===== src/rtl/hamming_pkg.sv =====
// hamming_pkg: shared (7,4) Hamming constants and the transmit FSM state type.
package hamming_pkg;
    localparam int CW_W = 7;
    localparam int NIB_W = 4;
    // Parity bit positions and the data bits each one covers; the decoder uses the same set.
    localparam int P0_IDX = 4;
    localparam int P1_IDX = 5;
    localparam int P2_IDX = 6;
    localparam logic [NIB_W-1:0] P0_MASK = 4'b0111;
    localparam logic [NIB_W-1:0] P1_MASK = 4'b1101;
    localparam logic [NIB_W-1:0] P2_MASK = 4'b1011;
    typedef enum logic {IDLE, SHIFT} state_t;
endpackage


===== src/rtl/hamming74_enc_core.sv =====
// hamming74_enc_core: combinational (7,4) encoder, data in c[3:0], parity in c[6:4].
module hamming74_enc_core
    import hamming_pkg::*;
(
    input  logic [NIB_W-1:0] i_nib,
    output logic [CW_W-1:0]  o_cw
);
    always_comb begin
        o_cw = '0;
        o_cw[NIB_W-1:0] = i_nib;
        o_cw[P0_IDX] = ^(i_nib & P0_MASK);
        o_cw[P1_IDX] = ^(i_nib & P1_MASK);
        o_cw[P2_IDX] = ^(i_nib & P2_MASK);
    end
endmodule


===== src/rtl/hamming_tx.sv =====
// hamming_tx: encodes a word of nibbles into (7,4) codewords and serializes them LSB first.
module hamming_tx
    import hamming_pkg::*;
#(
    parameter int NIBBLES = 2,
    parameter int CNT_W = 16
) (
    input  logic                     clk,
    input  logic                     rst,
    input  logic [NIB_W*NIBBLES-1:0] in_data,
    input  logic                     in_valid,
    output logic                     in_ready,
    output logic                     tx_bit,
    output logic                     tx_valid,
    input  logic                     tx_ready,
    output logic                     tx_sof,
    output logic                     tx_eof,
    output logic [CNT_W-1:0]         cw_count,
    output logic                     busy
);
    localparam int FRAME_W = CW_W * NIBBLES;
    localparam int IDX_W = $clog2(FRAME_W);
    localparam logic [IDX_W-1:0] LAST_IDX = IDX_W'(FRAME_W - 1);

    state_t             r_state, w_state_nxt;
    logic [FRAME_W-1:0] r_shift, w_shift_nxt, w_cws;
    logic [IDX_W-1:0]   r_idx, w_idx_nxt;
    logic [2:0]         r_sub, w_sub_nxt;
    logic               r_sof, w_sof_nxt, r_eof, w_eof_nxt;
    logic [CNT_W-1:0]   r_cnt;
    logic               w_load, w_beat, w_cw_done;

    for (genvar k = 0; k < NIBBLES; k++) begin : g_enc
        hamming74_enc_core u_enc (
            .i_nib(in_data[NIB_W*k +: NIB_W]),
            .o_cw (w_cws[CW_W*k +: CW_W])
        );
    end

    assign tx_valid = (r_state == SHIFT);
    assign busy = tx_valid;
    assign tx_bit = r_shift[0];
    assign tx_sof = r_sof;
    assign tx_eof = r_eof;
    assign cw_count = r_cnt;
    // Accepting on the eof beat lets the next frame follow with no idle cycle.
    assign in_ready = !rst && (r_state == IDLE || (r_eof && tx_ready));
    assign w_load = in_valid && in_ready;
    assign w_beat = tx_valid && tx_ready;
    assign w_cw_done = w_beat && (r_sub == 3'd6);

    always_comb begin
        w_state_nxt = r_state;
        w_shift_nxt = r_shift;
        w_idx_nxt = r_idx;
        w_sub_nxt = r_sub;
        w_sof_nxt = r_sof;
        w_eof_nxt = r_eof;
        if (w_load) begin
            w_state_nxt = SHIFT;
            w_shift_nxt = w_cws;
            w_idx_nxt = '0;
            w_sub_nxt = '0;
            w_sof_nxt = 1'b1;
            w_eof_nxt = 1'b0;
        end else if (w_beat) begin
            w_state_nxt = r_eof ? IDLE : SHIFT;
            w_shift_nxt = r_shift >> 1;
            w_idx_nxt = r_eof ? '0 : r_idx + IDX_W'(1);
            w_sub_nxt = (r_sub == 3'd6) ? 3'd0 : r_sub + 3'd1;
            w_sof_nxt = 1'b0;
            w_eof_nxt = !r_eof && (r_idx + IDX_W'(1) == LAST_IDX);
        end
    end

    always_ff @(posedge clk or posedge rst) begin
        if (rst) begin
            r_state <= IDLE;
            r_shift <= '0;
            r_idx <= '0;
            r_sub <= '0;
            r_sof <= 1'b0;
            r_eof <= 1'b0;
            r_cnt <= '0;
        end else begin
            r_state <= w_state_nxt;
            r_shift <= w_shift_nxt;
            r_idx <= w_idx_nxt;
            r_sub <= w_sub_nxt;
            r_sof <= w_sof_nxt;
            r_eof <= w_eof_nxt;
            if (w_cw_done) r_cnt <= r_cnt + CNT_W'(1);
        end
    end
endmodule


===== config.mk =====
export PLATFORM = sky130hd
export DESIGN_NAME = hamming_tx
export DESIGN_NICKNAME = d
export VERILOG_FILES = /design/src/rtl/hamming_pkg.sv /design/src/rtl/hamming74_enc_core.sv /design/src/rtl/hamming_tx.sv
export SDC_FILE = /design/constraint.sdc
export NUM_CORES = 1
export LEC_CHECK = 0
export CORE_UTILIZATION = 40
export CTS_CLUSTER_SIZE = 28
export DETAILED_ROUTE_END_ITERATION = 6
export SLEW_MARGIN = 15
export SYNTH_ARGS = -nofsm -noshare
export SYNTH_HDL_FRONTEND = slang
export SYNTH_HIERARCHICAL = 1
export SYNTH_SLANG_ARGS = --single-unit

===== constraint.sdc =====
create_clock -name clk -period 1.3 [get_ports clk]
set_input_delay 0.26 -clock clk [delete_from_list [all_inputs] [get_ports clk]]
set_output_delay 0.26 -clock clk [all_outputs]
set_load 0.01 [all_outputs]

==> results.toml, run 1 <==
[status]
status = "finished with violations"
violations = "negative setup slack"

[sta]
finClkSkew_ns = 0.004016
setup_ws_ns = -0.1514
finalMaxSlewViolations = 0
clock.fmax_mhz = 689.0
tightest_slew_ns = 0.3225
setup_viol = 39
holdWs_ns = 0.4793
max_slew_margin_pct = 78.43
min_period_ns = 1.451
rsz0062_at_grt = "yes"
final-hold-violation-count = 0
finalCritPeriodShare_pct = 111.6

[finish]
final_util_pct = 65.53
fin_nets = 291
drive_gt1_share_pct = 46.57
n_antenna_cell = 0
syn_to_final_growth_pct = 57.91
fin_cells = 347

[synthesis]
ys_types = 37
yosysWarnings = 6
synth_top_area_cell = "dfrtp_1"
synth_top_area_share_pct = 47.23
synthArstFlopShare_pct = 100.0
syn_inst = 191
ys_ff_latch = 40
seq_area_frac_synth_pct = 47.23
syn_area_per_cell_um2 = 11.10
synth-edff-count = 0
synth_top_flop_cell = "dfrtp_1"
syn_nets = 206
syn_area_um2 = 2120
synth.area.top_cells = "dfrtp_1 47%, mux2i_1 6.1%, xnor2_1 5.4%"

[hold_path]
hold_class = "register to register"

[clocking]
clk_pin_slew_ns = 0.08
cts_max_level = 2
clk_path_buf_depth = 2
holdBufCountCts = 0
clock_sinks = 40
worstSkewPairLatency_ns = 0.29
numCtsBuffers = 5
root_buffer = "clkbuf_8"
tritoncts = "yes"

[worst_setup_path]
critPathSlowestCell = "dfrtp_2"
cp_num_buf_inv = 4
critical_path.top_delay_family = "buffers and inverters"
critical_path_peak_fanout = 7
worstSetupEndpointType = "register"
criticalPathCategory = "register to register"
required_ns = 1.48
critPathMaxStageDelay_ns = 0.42
startpoint_type = "register"
crit_arrival_ns = 1.63
path_common_cell = "buf_6"
crit_chain = "buf_6 -> buf_6 -> buf_6 -> nand2_8 -> buf_12 -> mux2i_2 -> o21ai_2"

[grt]
grt_pass1_vias = 1608
gr-total-overflow = 0
grt_max_degree = 25
grt_pass1_wl_um = 7314
antenna_found_initial = 0
grtUsageTotal_pct = 17.66

[floorplan]
initial_core_util_pct = 41.50
die_w_um = 74.80
ioPinCount = 34
fp.dieH_um = 74.80
core-area_um2 = 5107
num_rows = 26
fp.dieArea_um2 = 5594

[pwr]
leakagePower_uw = 0.001618
p_per_area_nw_per_um2 = 1521
p_total_uw = 5092
ir_drop_mv = 0.9407

[routing]
wire_per_inst_um = 14.21
routed_via_density = 4.893
wl_um = 4930
drc = 0
vias = 1698
firstDrtPassIters = 4
drt-initial-drc-count = 53
drtAntennaViolNets = 0

[place]
port_buffers = 33
dp_slack_ns = -0.5095
dp.cells = 312
hpwlAfterDp_um = 2903
gp_congestion = 0.7676

[run]
cap_violations = 0
[area by class of cell]
cell class | count | area (um2)
Timing Repair Buffer | 94 | 898.4
Fill cell | 407 | 1760
Inverter | 6 | 22.52
Tap cell | 70 | 87.58
Clock inverter | 3 | 18.77
Clock buffer | 5 | 68.82
Sequential cell | 40 | 1002
Multi-Input combinational cell | 129 | 1249
[per-stage QoR]
step                         TNS, ns  cell area (um2)
after floorplan           -0.0003269             2131
after CTS                     -2.838             3157
after detailed placement      -18.34             2723
after global routing          -5.210             3347
after global placement        -17.97             2723
final                         -2.778             3347
[cell usage after synthesis, types with 3 or more instances]
library cell  count
dfrtp_1          40
nand2_1          25
o21ai_0          14
mux2i_1          13
xnor2_1          13
buf_4            10
nand4_1           7
nor2_1            7
inv_1             6
nand3_1           6
a21oi_1           5
buf_2             4
xor2_1            4
xor3_4            4
and3_1            3
ha_1              3
[worst reg2reg max path, stage by stage (launching register included)]
cell and delay (ns):
dfrtp_2 0.42, buf_6 0.12, buf_6 0.12, buf_6 0.12, nand2_8 0.10, buf_12 0.16
mux2i_2 0.24, o21ai_2 0.08
[worst paths after layout]
| check | start | end | slack (ns) | depth (start not counted) |
|---|---|---|---|---|
| max | busy | r_shift[1] | -0.15 | 7 |
| min | cw_count[15] | cw_count[15] | 0.48 | 1 |
| max reg2reg | busy | r_shift[1] | -0.15 | 7 |
| min reg2reg | cw_count[15] | cw_count[15] | 0.48 | 1 |
| max in group asynchronous | rst | busy | 0.53 | 4 |
| min in group asynchronous | rst | r_shift[0] | 0.53 | 4 |
[kinds of logic after synthesis]
group	after synthesis	synth area share (%)
AO/OA/AOI/OAI	29	8.087
adder cells (fa/ha/maj)	3	1.771
flip-flops	40	47.23
buffers and inverters	22	6.611
AND/OR/NAND/NOR	60	15.17
multiplexers	14	6.670
XOR/XNOR	23	14.46
[routing by layer]
| layer | track usage [%] | vias to the layer above | routed length, um |
|---|---|---|---|
| li1 | - | 819 | - |
| met1 | 23.22 | 840 | 2256 |
| met2 | 29.03 | 31 | 2436 |
| met3 | 4.016 | 8 | 158 |
| met4 | 5.660 | 0 | 78 |
| met5 | 0 | - | 0 |
[report_power, final]
part / leakage (uW) / internal (uW) / switching [uW]
registers: 0.000523 / 1580 / 337
logic: 0.00105 / 1330 / 1010
clock network: 0.0000479 / 374 / 459
[placed cells by master (no fill, tap or decap), drive strengths merged, types with 4 or more instances in the layout]
master	Yosys	routed
nand2	27	27
mux2i	13	13
nor2	8	8
xnor2	13	13
clkbuf	0	6
dfrtp	40	40
dlygate4sd2	0	17
clkdlybuf4s50	0	10
o21ai	17	17
a21oi	5	5
xor3	6	6
nand4	8	8
nand3	6	6
buf	16	64
inv	6	6
xor2	4	4
[registers in the layout, summed over array words and instances, names as in the netlist]
name	count
busy	1
cw_count	16
r_idx	4
r_shift	14
r_sub	3
tx_eof	1
tx_sof	1
[timing repair]
item	in CTS	in global routing
endpoints found under the setup margin	60	43
setup buffers	19	6
gates resized for setup	89	45
pin swaps	22	28
cloned	3	2
Power figures use the tool's default switching activity.
==> inputs of run 2 (changes only) <==
--- a/config.mk
+++ b/config.mk
@@ -5,6 +5,7 @@
 export SDC_FILE = /design/constraint.sdc
 export NUM_CORES = 1
 export LEC_CHECK = 0
+export CAP_MARGIN = 5
 export CORE_UTILIZATION = 40
 export CTS_CLUSTER_SIZE = 28
 export DETAILED_ROUTE_END_ITERATION = 6
==> results of run 2 <==
No change in the layout: final DEF, timing and power equal those of run 1.
==> inputs of run 3 (changes only) <==
--- a/config.mk
+++ b/config.mk
@@ -9,6 +9,8 @@
 export CORE_UTILIZATION = 40
 export CTS_CLUSTER_SIZE = 28
 export DETAILED_ROUTE_END_ITERATION = 6
+export GPL_ROUTABILITY_DRIVEN = 0
+export PLACE_DENSITY_LB_ADDON = 0.1
 export SLEW_MARGIN = 15
 export SYNTH_ARGS = -nofsm -noshare
 export SYNTH_HDL_FRONTEND = slang
==> results.toml, run 3 (synthesis results as in run 1) <==
[status]
status = "finished with violations"
violations = "negative setup slack"

[sta]
finalCritPeriodShare_pct = 108.2
setup_ws_ns = -0.1069
tightest_slew_ns = 0.3014
setup_viol = 35
finalMaxSlewViolations = 0
min_period_ns = 1.407
clock.fmax_mhz = 710.8
final-hold-violation-count = 0
max_slew_margin_pct = 79.84
finClkSkew_ns = 0.007193
rsz0062_at_grt = "yes"
fin_tns_setup_ns = -1.581
holdWs_ns = 0.4938

[floorplan]
core-area_um2 = 5107
fp.dieH_um = 74.80
initial_core_util_pct = 41.50
num_rows = 26
die_w_um = 74.80
fp.dieArea_um2 = 5594
ioPinCount = 34

[routing]
wire_per_inst_um = 14.25
vias = 1656
firstDrtPassIters = 4
drt-initial-drc-count = 52
wl_um = 4731
routed_via_density = 4.988
drtAntennaViolNets = 0
drc = 0

[worst_setup_path]
critical_path_peak_fanout = 3
criticalPathCategory = "register to register"
critical_path.top_delay_family = "simple AND/OR/NAND/NOR gates"
worstSetupEndpointType = "register"
path_common_cell = "buf_6"
cp_num_buf_inv = 2
critPathMaxStageDelay_ns = 0.36
crit_chain = "buf_6 -> ha_4 -> nand2b_4 -> buf_6 -> nor3_4 -> nand3_2 -> xnor2_2"
critPathSlowestCell = "dfrtp_1"
startpoint_type = "register"
crit_arrival_ns = 1.58
required_ns = 1.47

[clocking]
clock_sinks = 40
numCtsBuffers = 5
tritoncts = "yes"
clk_path_buf_depth = 2
clk_pin_slew_ns = 0.07
cts_max_level = 2
root_buffer = "clkbuf_8"
holdBufCountCts = 0
worstSkewPairLatency_ns = 0.29

[hold_path]
hold_class = "register to register"

[grt]
use_met1_pct = 17.83
antenna_found_initial = 0
grt_pass1_vias = 1586
grt_max_degree = 41
grtUsageTotal_pct = 15.76
use_met2_pct = 29.73
grt_pass1_wl_um = 6768
gr-total-overflow = 0
grt.busiest_layer = "met2"
grt_util_met3_pct = 2.811

[finish]
fin_nets = 277
final_common_cell = "dfrtp_1"
final_util_pct = 63.52
syn_to_final_growth_pct = 53.07
n_antenna_cell = 0
layout_common_cells = "38 x dfrtp_1, 27 x buf_4, 19 x dlygate4sd2_1"
largest_reg_flops = 16
drive_gt1_share_pct = 43.51

[pwr]
p_per_area_nw_per_um2 = 1472
seq_power_share_pct = 39.0
leakagePower_uw = 0.001654
ir_drop_mv = 0.7788
pwr-share-clk_pct = 16.4
pwr-share-comb_pct = 44.6
p_sw_uw = 1659
power.share.switching_pct = 34.75
internal_power_uw = 3115

[place]
port_buffers = 33
dp_slack_ns = -0.4688
hpwlAfterDp_um = 2830

[run]
cap_violations = 0
[run 3: cell type report]
class	count	area (um2)
fill	418	1863
tap	70	87.58
multi-input combinational	129	1217
clock buffer	5	68.82
clock inverter	2	12.51
timing repair buffer	80	832.0
sequential	40	1003
inverter	6	22.52
[run 3: metal layers]
metal / wire (um) / up-vias
met5: 0 / -
met2: 2611 / 28
met1: 1975 / 831
li1: - / 793
met4: 33 / 0
met3: 111 / 4
[run 3: path summary, 6_finish.rpt]
check / slack (ns) / startpoint / endpoint / cells past startpoint
worst max-delay path: -0.11 / cw_count[0] / cw_count[8] / 7
worst min-delay path: 0.49 / cw_count[5] / cw_count[5] / 1
worst max register to register: -0.11 / cw_count[0] / cw_count[8] / 7
worst min register to register: 0.49 / cw_count[5] / cw_count[5] / 1
max in group asynchronous: 0.56 / rst / busy / 4
min in group asynchronous: 0.51 / rst / cw_count[0] / 4
[run 3: timing repair]
item                                    CTS  global route
endpoints found under the setup margin   59            41
gates resized for setup                  42            77
setup buffers                            10             8
cloned                                    0             7
pin swaps                                11            29
[run 3: metrics by stage]
step / area (um2) / power, uW / instances
3_3_place_gp: 2660 / 3333 / 302
5_1_grt: 3244 / 5082 / 332
4_1_cts: 2785 / 4212 / 318
2_1_floorplan: 2131 / 2771 / 191
3_5_place_dp: 2660 / 3422 / 302
6_report: 3244 / 4774 / 332
[run 3: worst register-to-register path: cells and delay by family (launching register included)]
| family | cells | cell delay [ns] |
|---|---|---|
| XOR/XNOR | 1 | 0.14 |
| buffers and inverters | 2 | 0.23 |
| AND/OR/NAND/NOR | 3 | 0.42 |
| adder cells (fa/ha/maj) | 1 | 0.14 |
| flip-flops | 1 | 0.36 |
[run 3: power groups by stage]
stage          Sequential (uW)  Clock [uW]  Combinational, uW
4_1_cts                   1830         797               1580
3_3_place_gp              1840           0               1490
2_1_floorplan             1880           0                894
6_report                  1860         784               2130
5_1_grt                   1910         864               2310
3_5_place_dp              1870           0               1550
